$ cat src/rtl/decode_skid.sv
// RV32I decode stage with valid/ready handshakes on both sides.
// The instruction is decoded combinationally and captured into a main
// register; with SKID_EN=1 a second skid register lets ready_in come
// straight from a flop while still sustaining one transfer per cycle.
module decode_skid #(
  parameter int PC_W    = 32,
  parameter bit SKID_EN = 1'b1
) (
  input  logic            clk,
  input  logic            reset,
  input  logic            flush,
  input  logic [31:0]     instr,
  input  logic [PC_W-1:0] pc_in,
  input  logic            valid_in,
  output logic            ready_in,
  input  logic            ready_out,
  output logic            valid_out,
  output logic [PC_W-1:0] pc_out,
  output logic [4:0]      rs1,
  output logic [4:0]      rs2,
  output logic [4:0]      rd,
  output logic [31:0]     imm,
  output logic [3:0]      alu_op,
  output logic [6:0]      opcode,
  output logic            uses_rs1,
  output logic            uses_rs2,
  output logic            writes_rd,
  output logic            illegal
);

  localparam logic [6:0] OPC_LUI   = 7'b0110111;
  localparam logic [6:0] OPC_AUIPC = 7'b0010111;
  localparam logic [6:0] OPC_JAL   = 7'b1101111;
  localparam logic [6:0] OPC_JALR  = 7'b1100111;
  localparam logic [6:0] OPC_BR    = 7'b1100011;
  localparam logic [6:0] OPC_LD    = 7'b0000011;
  localparam logic [6:0] OPC_ST    = 7'b0100011;
  localparam logic [6:0] OPC_OPI   = 7'b0010011;
  localparam logic [6:0] OPC_OP    = 7'b0110011;

  typedef struct packed {
    logic [PC_W-1:0] pc;
    logic [4:0]      rs1;
    logic [4:0]      rs2;
    logic [4:0]      rd;
    logic [31:0]     imm;
    logic [3:0]      aluOp;
    logic [6:0]      opcode;
    logic            usesRs1;
    logic            usesRs2;
    logic            writesRd;
    logic            illegal;
  } entry_t;

  entry_t      w_dec;
  entry_t      r_m;
  entry_t      r_s;
  logic        r_mValid;
  logic        r_sValid;
  logic        w_accept;
  logic [2:0]  w_f3;
  logic [31:0] w_immI;
  logic [31:0] w_immS;
  logic [31:0] w_immB;
  logic [31:0] w_immU;
  logic [31:0] w_immJ;

  assign w_f3   = instr[14:12];
  assign w_immI = {{20{instr[31]}}, instr[31:20]};
  assign w_immS = {{20{instr[31]}}, instr[31:25], instr[11:7]};
  assign w_immB = {{19{instr[31]}}, instr[31], instr[7], instr[30:25], instr[11:8], 1'b0};
  assign w_immU = {instr[31:12], 12'b0};
  assign w_immJ = {{11{instr[31]}}, instr[31], instr[19:12], instr[20], instr[30:21], 1'b0};

  // Decode the incoming instruction; unused fields stay zero, unknown opcodes flag illegal.
  always_comb begin
    w_dec        = '0;
    w_dec.pc     = pc_in;
    w_dec.opcode = instr[6:0];
    case (instr[6:0])
      OPC_LUI, OPC_AUIPC: begin
        w_dec.rd  = instr[11:7];
        w_dec.imm = w_immU;
      end
      OPC_JAL: begin
        w_dec.rd  = instr[11:7];
        w_dec.imm = w_immJ;
      end
      OPC_JALR, OPC_LD: begin
        w_dec.rs1     = instr[19:15];
        w_dec.rd      = instr[11:7];
        w_dec.usesRs1 = 1'b1;
        w_dec.imm     = w_immI;
      end
      OPC_OPI: begin
        w_dec.rs1     = instr[19:15];
        w_dec.rd      = instr[11:7];
        w_dec.usesRs1 = 1'b1;
        w_dec.imm     = w_immI;
        w_dec.aluOp   = {(w_f3 == 3'b101) & instr[30], w_f3};
      end
      OPC_OP: begin
        w_dec.rs1     = instr[19:15];
        w_dec.rs2     = instr[24:20];
        w_dec.rd      = instr[11:7];
        w_dec.usesRs1 = 1'b1;
        w_dec.usesRs2 = 1'b1;
        w_dec.aluOp   = {instr[30], w_f3};
      end
      OPC_BR: begin
        w_dec.rs1     = instr[19:15];
        w_dec.rs2     = instr[24:20];
        w_dec.usesRs1 = 1'b1;
        w_dec.usesRs2 = 1'b1;
        w_dec.imm     = w_immB;
        w_dec.aluOp   = {1'b0, w_f3};
      end
      OPC_ST: begin
        w_dec.rs1     = instr[19:15];
        w_dec.rs2     = instr[24:20];
        w_dec.usesRs1 = 1'b1;
        w_dec.usesRs2 = 1'b1;
        w_dec.imm     = w_immS;
      end
      default: w_dec.illegal = 1'b1;
    endcase
    w_dec.writesRd = !w_dec.illegal && (w_dec.rd != 5'd0);
  end

  assign ready_in = SKID_EN ? !r_sValid : (!r_mValid || ready_out);
  assign w_accept = valid_in && ready_in && !flush;

  // Main/skid register update: reset beats flush, flush beats any new accept.
  always_ff @(posedge clk) begin
    if (!reset) begin
      r_m      <= '0;
      r_s      <= '0;
      r_mValid <= 1'b0;
      r_sValid <= 1'b0;
    end else if (flush) begin
      r_mValid <= 1'b0;
      r_sValid <= 1'b0;
    end else if (SKID_EN) begin
      if (!r_mValid || ready_out) begin
        if (r_sValid) begin
          r_m      <= r_s;
          r_mValid <= 1'b1;
          r_sValid <= 1'b0;
        end else if (w_accept) begin
          r_m      <= w_dec;
          r_mValid <= 1'b1;
        end else begin
          r_mValid <= 1'b0;
        end
      end else if (w_accept) begin
        r_s      <= w_dec;
        r_sValid <= 1'b1;
      end
    end else begin
      if (w_accept) begin
        r_m      <= w_dec;
        r_mValid <= 1'b1;
      end else if (ready_out) begin
        r_mValid <= 1'b0;
      end
    end
  end

  assign valid_out = r_mValid;
  assign pc_out    = r_m.pc;
  assign rs1       = r_m.rs1;
  assign rs2       = r_m.rs2;
  assign rd        = r_m.rd;
  assign imm       = r_m.imm;
  assign alu_op    = r_m.aluOp;
  assign opcode    = r_m.opcode;
  assign uses_rs1  = r_m.usesRs1;
  assign uses_rs2  = r_m.usesRs2;
  assign writes_rd = r_m.writesRd;
  assign illegal   = r_m.illegal;

endmodule

$ cat config.mk
export PLATFORM = sky130hd
export DESIGN_NAME = decode_skid
export DESIGN_NICKNAME = d
export VERILOG_FILES = /design/src/rtl/decode_skid.sv
export SDC_FILE = /design/constraint.sdc
export NUM_CORES = 1
export LEC_CHECK = 0
export ABC_AREA = 1
export CELL_PAD_IN_SITES_DETAIL_PLACEMENT = 1
export CELL_PAD_IN_SITES_GLOBAL_PLACEMENT = 1
export CORE_MARGIN = 10
export CORE_UTILIZATION = 33
export DETAILED_ROUTE_END_ITERATION = 8
export PLACE_DENSITY = 0.77
export SLEW_MARGIN = 20
export SYNTH_ARGS = -nofsm -noshare
export SYNTH_HDL_FRONTEND = slang
export SYNTH_SLANG_ARGS = --single-unit
$ cat constraint.sdc
create_clock -name clk -period 1.6 [get_ports clk]
set_clock_uncertainty 0.1 [all_clocks]
set_input_delay 0.16 -clock clk [delete_from_list [all_inputs] [get_ports clk]]
set_output_delay 0.16 -clock clk [all_outputs]
set_load 0.01 [all_outputs]
=== Word level (Yosys, flattened, before mapping) ===
Cells that the tools add are included.

* Multiplexer cells: 12
* Reductions and logical operators: 19
* Eq/ne operators: 10
* Bitwise operators: 4

{| class="wikitable"
|+ Operators with widths
! kind !! count
|-
| $mux W94 || 2
|-
| $pmux W32 S5 || 1
|-
| $eq A7 B6 Y1 const B || 3
|-
| $eq A7 B7 Y1 const B || 3
|-
| $mux W5 || 3
|-
| $eq A7 B5 Y1 const B || 2
|-
| $pmux W4 S3 || 1
|-
| $reduce_or A3 Y1 || 3
|-
| $reduce_or A9 Y1 || 1
|-
| $eq A7 B2 Y1 const B || 1
|-
| $reduce_or A7 Y1 || 1
|-
| $reduce_and A3 Y1 || 2
|-
| $reduce_or A6 Y1 || 1
|-
| $mux W1 || 5
|-
| $reduce_bool A5 Y1 || 1
|-
| $reduce_or A2 Y1 || 2
|-
| $eq A3 B3 Y1 const B || 1
|-
| $logic_and A1 B1 Y1 || 3
|-
| $logic_not A1 Y1 || 3
|-
| $not A1 Y1 || 3
|-
| $reduce_bool A2 Y1 || 1
|-
| $and A1 B1 Y1 || 1
|-
| $logic_or A1 B1 Y1 || 1
|}

* Input bits: 69
* Output and inout port bits: 96
* Register bits after elaboration: 190
* Logic and storage cells: 69

=== Depth between registers and ports, before layout ===
Gate-level depths: netlist of run 1.

* Depth after elaboration: 7
* Gate-level depth with buffers: 12
* Depth with buffers taken out: 11

=== Worst setup path before layout of run 1 ===
No wires, ideal clock.

* Kind: flip-flop to flip-flop
* Start point: register r_mValid (netlist: valid_out)
* End point: register r_s[10] (netlist bit)
* Slack: 0.019 ns
* Library setup time: 0.121 ns
* Clock period less this slack: 1.581 ns
* Required time: 1.379 ns
* Arrival: 1.360 ns
* Buffers on the path: 3
* Cell stages (with the launch flop): 9
* Cells stage by stage: dfxtp_1 > inv_1 > nor2_2 > nand2_2 > inv_2 > buf_2 > buf_2 > buf_2 > a21oi_1

* Longest elaborated chain between the ends: 4

{| class="wikitable"
|+ Ends and longest elaborated chain
! element !! line !! text
|-
| start, declared || 58 || <nowiki>logic r_mValid;</nowiki>
|-
| start signal, assigned || 138 || <nowiki>r_mValid <= 1'b0;</nowiki>
|-
| start signal, assigned || 141 || <nowiki>r_mValid <= 1'b0;</nowiki>
|-
| start signal, assigned || 147 || <nowiki>r_mValid <= 1'b1;</nowiki>
|-
| $logic_not A1 Y1 || 144 || <nowiki>if (!r_mValid || ready_out) begin</nowiki>
|-
| $logic_or A1 B1 Y1 || 144 ||
|-
| $not A1 Y1 (no line) || n/a ||
|-
| $reduce_and A3 Y1 (no line) || n/a ||
|-
| end signal, assigned || 156 || <nowiki>r_s <= w_dec;</nowiki>
|-
| end, declared || 57 || <nowiki>entry_t r_s;</nowiki>
|}

Every way passes these cells.
A chain may end at the register's enable or synchronous reset.

=== Worst setup path after layout of run 1 ===
* Start point: register r_m, in the netlist pc_out[1]
* End point: output port pc_out[1]

{| class="wikitable"
|+ RTL lines
! element !! line !! text
|-
| start, declared || 56 || <nowiki>entry_t r_m;</nowiki>
|-
| start signal, assigned || 146 || <nowiki>r_m <= r_s;</nowiki>
|-
| start signal, assigned || 150 || <nowiki>r_m <= w_dec;</nowiki>
|-
| start signal, assigned || 161 || <nowiki>r_m <= w_dec;</nowiki>
|-
| end, declared || 18 || <nowiki>output logic [PC_W-1:0] pc_out,</nowiki>
|}

No word-level cell between the ends.

==> flow_summary_export.csv, run 1 <==
group,metric,value,unit
worst_setup_path,slowest_delay,540,ps
sta,maxSlewViolCount,0,
sta,rsz0062_at_grt,"yes",
clock_network,cts_tree,"built",
pwr,finalPower,10.18,mW
worst_setup_path,path_cells,"clkdlybuf4s50_1",
clock_network,clock_latency,440,ps
global_route,overflow,0,
sta,relSlewSlack,68.51,%
place,dp_hpwl,19.40,mm
sta,fmax,635.6,MHz
floorplanning,fp.dieH,174.6,µm
worst_setup_path,crit_path_start_kind,"flop",
synthesis,yosysMostFrequentCell,"o21ai_0",
global_route,antenna_found_initial,1,
synthesis,yosys.area.top_type_share,48.24,%
worst_setup_path,cp.arrival,1310,ps
synthesis,yosysSeqAreaShare,48.24,%
pwr,power_leakage,5.241,nW
layout,area_growth,41.40,%
pwr,seqPwrFrac,48.6,%
layout,nFillCells,2860,
global_route,grt_max_degree,71,
job,cap_violations,0,
global_route,grt_usage,18.36,%
worst_setup_path,crit_path_end_kind,"primary output",
clock_network,clkTransAtPathRegs,70,ps
hold_path,hp-class,"input pin to flop",
synthesis,synth_area,0.007885,mm²
floorplanning,coreArea,0.02347,mm²
worst_setup_path,required,1340,ps
clock_network,hold_buffers,0,
synthesis,synth_fp_nets,1144,
synthesis,async_reset_ff_share,0,%
sta,setup_slack,26.66,ps
route,drtAntennaViolNets,0,
sta,fin_crit_sh,98.33,%
sta,tns,0,ps
synthesis,synth-seq-cells,190,
layout,num-nets-final,1312,
pwr,power.switching,2.736,mW
synthesis,synthCells,1075,
pwr,comb_power_share,10.9,%
global_route,grt_pass1_wl,45.48,mm
pwr,p_int,7.447,mW
place,pre_cts_ws,-567.3,ps
synthesis,synth_top_area_cell,"dfxtp_1",
synthesis,synthTopCellsByArea,"dfxtp_1 48%, o21ai_0 12%, nor2_1 8.0%, a21oi_1 7.7%, nand2_1 7.7%",
synthesis,synth.avg_cell_area,7.335,µm²
sta,worst_pin_slew,472.3,ps
pwr,p_clk_share,40.6,%
synthesis,synth-edff-count,0,
clock_network,cts_max_path_buffers,2,
floorplanning,die_w,174.6,µm
pwr,peakVddDrop,0.5093,mV
pwr,p_sw_share,26.87,%
route,drc,0,
route,firstDrtPassIters,4,
clock_network,cts_root_buf,"clkbuf_16",
place,placed_cells,1536,
layout,drive_gt1_share,14.50,%
worst_setup_path,crit_family,"buffers and inverters",
synthesis,ys_types,31,
sta,setup_violations,0,
floorplanning,io_pins,165,
global_route,grt_pass1_vias,8267,
worst_setup_path,path_buf_inv,1,
clock_network,h-tree-depth,4,
outcome,status,"completed",
worst_setup_path,cp_max_fo,2,
place,place_congestion,0.8408,
sta,fin_crit,1573,ps
floorplanning,dieArea,0.03048,mm²
clock_network,numCtsBuffers,17,
worst_setup_path,crit_type,"flop to primary output",
synthesis,yosysWarnings,0,
worst_setup_path,slowest_stage,"clkdlybuf4s50_1",
pwr,p_per_area,913.3,mW/mm²
route,viasPerCell,5.082,
clock_network,cts_sinks,190,
layout,instances_no_fill,1576,
place,port_buffers,164,
route,num_vias,8010,
sta,timing.hold.ws,5.046,ps
synthesis,synthTopCellsByCount,"195 x o21ai_0, 190 x dfxtp_1, 168 x nor2_1",
route,routed_wl,29.23,mm
floorplanning,start_util,33.59,%
route,dr.first_iter.drc_count,681,
synthesis,synth_top_flop_cell,"dfxtp_1",
route,post_drt_wl_per_cell,18.55,µm
floorplanning,rows,56,
sta,finalHoldViolCount,0,
-- area by class of cell --
class	count	area, µm²	share of cell area [%]
antenna	2	5.005	0.04489
clock buffer	18	429.2	3.849
clock inverter	13	130.1	1.167
inverter	52	209.0	1.874
multi-input combinational	748	3707	33.25
sequential	190	3807	34.15
tap	319	399.1	3.580
timing repair buffer	234	2462	22.09
-- placed cells by master (no fill, tap or decap), drive strengths merged --
cell	instances
clkbuf	21
inv	54
nor2	172
o31ai	2
clkdlybuf4s15	1
diode	2
a21oi	122
dlygate4sd2	65
a21o	1
buf	68
clkdlybuf4s50	65
dlymetal6s2s	32
nor3	1
o211ai	1
clkinv	11
a21boi	1
dfxtp	190
o22ai	6
o21ai	199
nand4	1
a31oi	51
nand3	11
nand2	180
-- kinds of logic after synthesis --
group	count (synthesis)	synth area share (%)
and+or+nand+nor	365	19.09
AOI/OAI and AO/OA	383	25.52
buffers and inverters	137	7.157
DFF	190	48.24
-- per-stage QoR --
step,cell area [µm²],util (%)
finish,11150,47.50
global route,11150,47.49
CTS,10740,45.76
detailed placement,10250,43.66
global placement,10250,43.66
floorplan,7885,-
-- what timing repair did --
item                                    CTS  global route
endpoints found under the setup margin   82           142
gates cloned                              0             5
resized for setup                        72            98
pin swaps                                 1             9
buffers inserted                          0             2
-- state kept, by name (all words and copies together), names as in the netlist --
name and cells:
imm 32, r_s 94, opcode 7, pc_out 32, rd 5, rs1 5, uses_rs2 1, uses_rs1 1
illegal 1, valid_out 1, rs2 5, alu_op 4, r_sValid 1, writes_rd 1
-- metal layers --
metal  share of wire [%]  GRT usage [%]  vias to the layer above
li1                    -              -                     3927
met1                  44          22.66                     3902
met2                  50          31.79                      159
met3                 5.0          3.578                       22
met4                 1.2          5.193                        0
met5                   0              0                        -
-- power groups by stage --
stage	Sequential (mW)	Clock [mW]	Combinational (mW)
after floorplan	5.10	0	0.386
after global placement	5.06	0	1.11
after detailed placement	5.06	0	1.12
after CTS	4.94	4.19	1.07
after global routing	4.96	4.41	1.22
final	4.94	4.13	1.11
-- worst register-to-register path, delay by kind of cell, from the launching register on --
| kind | cells | cell delay, ps |
|---|---|---|
| AO/OA/AOI/OAI | 2 | 240 |
| AND/OR/NAND/NOR | 2 | 250 |
| flip-flops | 1 | 390 |
| buffers and inverters | 5 | 490 |
-- path summary, 6_finish.rpt --
path,to,start,cells after the start,slack [ps]
hold reg to reg,pc_out[25],r_s[87],2,370
setup / recovery,pc_out[1],pc_out[1],1,30
setup reg to reg,imm[26],r_sValid,9,30
hold / removal,opcode[6],instr[6],3,5
(Power assumes the default switching activity.)
==> run 2: changes to the inputs <==
--- a/config.mk
+++ b/config.mk
@@ -6,12 +6,12 @@
 export NUM_CORES = 1
 export LEC_CHECK = 0
 export ABC_AREA = 1
-export CELL_PAD_IN_SITES_DETAIL_PLACEMENT = 1
-export CELL_PAD_IN_SITES_GLOBAL_PLACEMENT = 1
+export CORE_ASPECT_RATIO = 1.25
 export CORE_MARGIN = 10
-export CORE_UTILIZATION = 33
+export CORE_UTILIZATION = 55
 export DETAILED_ROUTE_END_ITERATION = 8
-export PLACE_DENSITY = 0.77
+export DONT_BUFFER_PORTS = 1
+export PLACE_DENSITY = 0.74
 export SLEW_MARGIN = 20
 export SYNTH_ARGS = -nofsm -noshare
 export SYNTH_HDL_FRONTEND = slang
==> flow_summary_export.csv, run 2 (same netlist as run 1, synthesis figures left out) <==
group,metric,value,unit
pwr,p_sw_share,22.58,%
floorplanning,start_util,56.59,%
pwr,power_leakage,4.071,nW
worst_setup_path,crit_type,"flop to flop",
layout,num-nets-final,1180,
worst_setup_path,reg2reg_to,"imm[21]",
global_route,grt_pass1_wl,35.85,mm
floorplanning,dieArea,0.01956,mm²
sta,finalHoldViolCount,172,
job,cap_violations,0,
global_route,grt_max_degree,175,
hold_path,min_to,"imm[2]",
sta,fmax,630.5,MHz
layout,drive_gt1_share,13.97,%
worst_setup_path,path_cells,"inv_4 -> nand2_2 -> inv_2 -> nor3_4 -> buf_12 -> clkbuf_16 -> clkbuf_16 -> o21ai_0 -> a21oi_1",
route,num_vias,7512,
clock_network,h-tree-depth,4,
layout,area_growth,24.44,%
route,dr.first_iter.drc_count,919,
worst_setup_path,reg2reg_slack,10,ps
global_route,overflow,0,
sta,setup_violations,0,
clock_network,clkTransAtPathRegs,70,ps
route,firstDrtPassIters,6,
floorplanning,fp.dieH,153.9,µm
layout,final_cell_mix,"189 x dfxtp_1, 168 x nor2_1, 160 x nand2_1",
outcome,status,"finished with violations",
sta,relSlewSlack,49.82,%
global_route,grt_usage,22.02,%
sta,fin_crit,1586,ps
hold_path,hp-class,"input pin to flop",
worst_setup_path,cp_max_fo,6,
layout,largest_reg_flops,94,
clock_network,cts_root_buf,"clkbuf_16",
pwr,peakVddDrop,0.9147,mV
sta,fin_crit_sh,99.12,%
pwr,comb_power_share,6.9,%
worst_setup_path,crit_path_end_kind,"flop",
pwr,seqPwrFrac,48.8,%
pwr,p_clk_share,44.3,%
worst_setup_path,crit_path_start_kind,"flop",
layout,instances_no_fill,1299,
layout,antenna_cells,0,
outcome,violations,"negative hold slack",
place,placed_cells,1197,
layout,final_common_cell,"dfxtp_1",
layout,top_register,"r_s",
floorplanning,io_pins,165,
worst_setup_path,slowest_delay,360,ps
pwr,finalPower,10.34,mW
place,dp_hpwl,14.04,mm
route,post_drt_wl_per_cell,19.09,µm
worst_setup_path,slowest_stage,"dfxtp_4",
worst_setup_path,path_buf_inv,5,
place,place_congestion,0.8631,
pwr,p_per_area,1053,mW/mm²
sta,maxSlewViolCount,0,
clock_network,clock_latency,430,ps
route,viasPerCell,5.783,
hold_path,worstHoldPathCells,2,
place,pre_cts_ws,15.94,ps
route,drtAntennaViolNets,0,
worst_setup_path,crit_start,"r_sValid",
worst_setup_path,crit_family,"buffers and inverters",
place,port_buffers,0,
global_route,grt_pass1_vias,6669,
route,drc,0,
pwr,p_int,8.002,mW
worst_setup_path,reg2reg_from,"r_sValid",
sta,rsz0062_at_grt,"yes",
pwr,power.switching,2.334,mW
worst_setup_path,cp.arrival,1840,ps
sta,setup_slack,14.00,ps
clock_network,numCtsBuffers,17,
sta,timing.hold.ws,-242.1,ps
clock_network,cts_sinks,190,
route,routed_wl,24.79,mm
hold_path,hp-start,"reset",
floorplanning,die_w,127.1,µm
clock_network,cts_tree,"built",
worst_setup_path,cpMostUsedCell,"clkbuf_16",
sta,worst_pin_slew,752.7,ps
clock_network,cts_max_path_buffers,2,
floorplanning,rows,48,
global_route,antenna_found_initial,0,
worst_setup_path,r2r_cells,9,
floorplanning,coreArea,0.01393,mm²
worst_setup_path,required,1850,ps
-- run 2: worst max-delay path by stage --
stage / depth (start not counted) / end
6_report: 9 / imm[21]
5_1_grt: 9 / imm[18]
4_1_cts: 7 / r_s[41]
3_5_place_dp: 11 / imm[20]
3_3_place_gp: 11 / imm[21]
2_1_floorplan: 8 / r_s[10]
-- run 2: through the flow --
step | TNS (ps) | util (%) | cell area [µm²]
after floorplan | 0 | - | 7885
after global placement | 0 | 58.38 | 8134
after detailed placement | 0 | 58.38 | 8134
after CTS | 0 | 66.45 | 9259
after global routing | -1230 | 70.42 | 9812
final | 0 | 70.42 | 9812
-- run 2: cell type report --
| class | count | area, µm² |
|---|---|---|
| clock buffers | 23 | 488.0 |
| clock inverters | 9 | 156.4 |
| fillers | 1077 | 4121 |
| inverters | 52 | 207.7 |
| multi-input cells | 748 | 3661 |
| flip-flops and latches | 190 | 3807 |
| well taps | 175 | 219.0 |
| repair buffers | 102 | 1272 |
-- run 2: what timing repair did --
action,CTS,global route
buffers inserted,0,7
gates resized for setup,0,103
endpoints found under the hold margin,177,172
endpoints found under the setup margin,0,83
hold buffers,48,1
-- run 2: per-layer routing --
metal | vias to the layer above | part of all wire, % | wire, µm | global-route usage, %
li1 | 3657 | - | - | -
met5 | - | 0 | 0 | 0
met3 | 51 | 9.8 | 2442 | 8.325
met2 | 321 | 47 | 11670 | 34.01
met1 | 3483 | 40 | 9939 | 26.62
met4 | 0 | 3.0 | 736 | 9.832
-- run 2: power by group through the flow --
stage          logic [mW]  registers (mW)  clock network, mW
2_1_floorplan       0.386            5.10                  0
3_3_place_gp        0.459            5.15                  0
3_5_place_dp        0.467            5.15                  0
4_1_cts             0.584            5.04               4.62
5_1_grt             0.783            5.06               4.82
6_report            0.712            5.05               4.58
==> run 3: changes to the inputs <==
--- a/config.mk
+++ b/config.mk
@@ -11,6 +11,7 @@
 export CORE_UTILIZATION = 55
 export DETAILED_ROUTE_END_ITERATION = 8
 export DONT_BUFFER_PORTS = 1
+export GPL_ROUTABILITY_DRIVEN = 0
 export PLACE_DENSITY = 0.74
 export SLEW_MARGIN = 20
 export SYNTH_ARGS = -nofsm -noshare
==> results of run 3 <==
The final DEF is identical to that of run 2; final timing and power are the same.
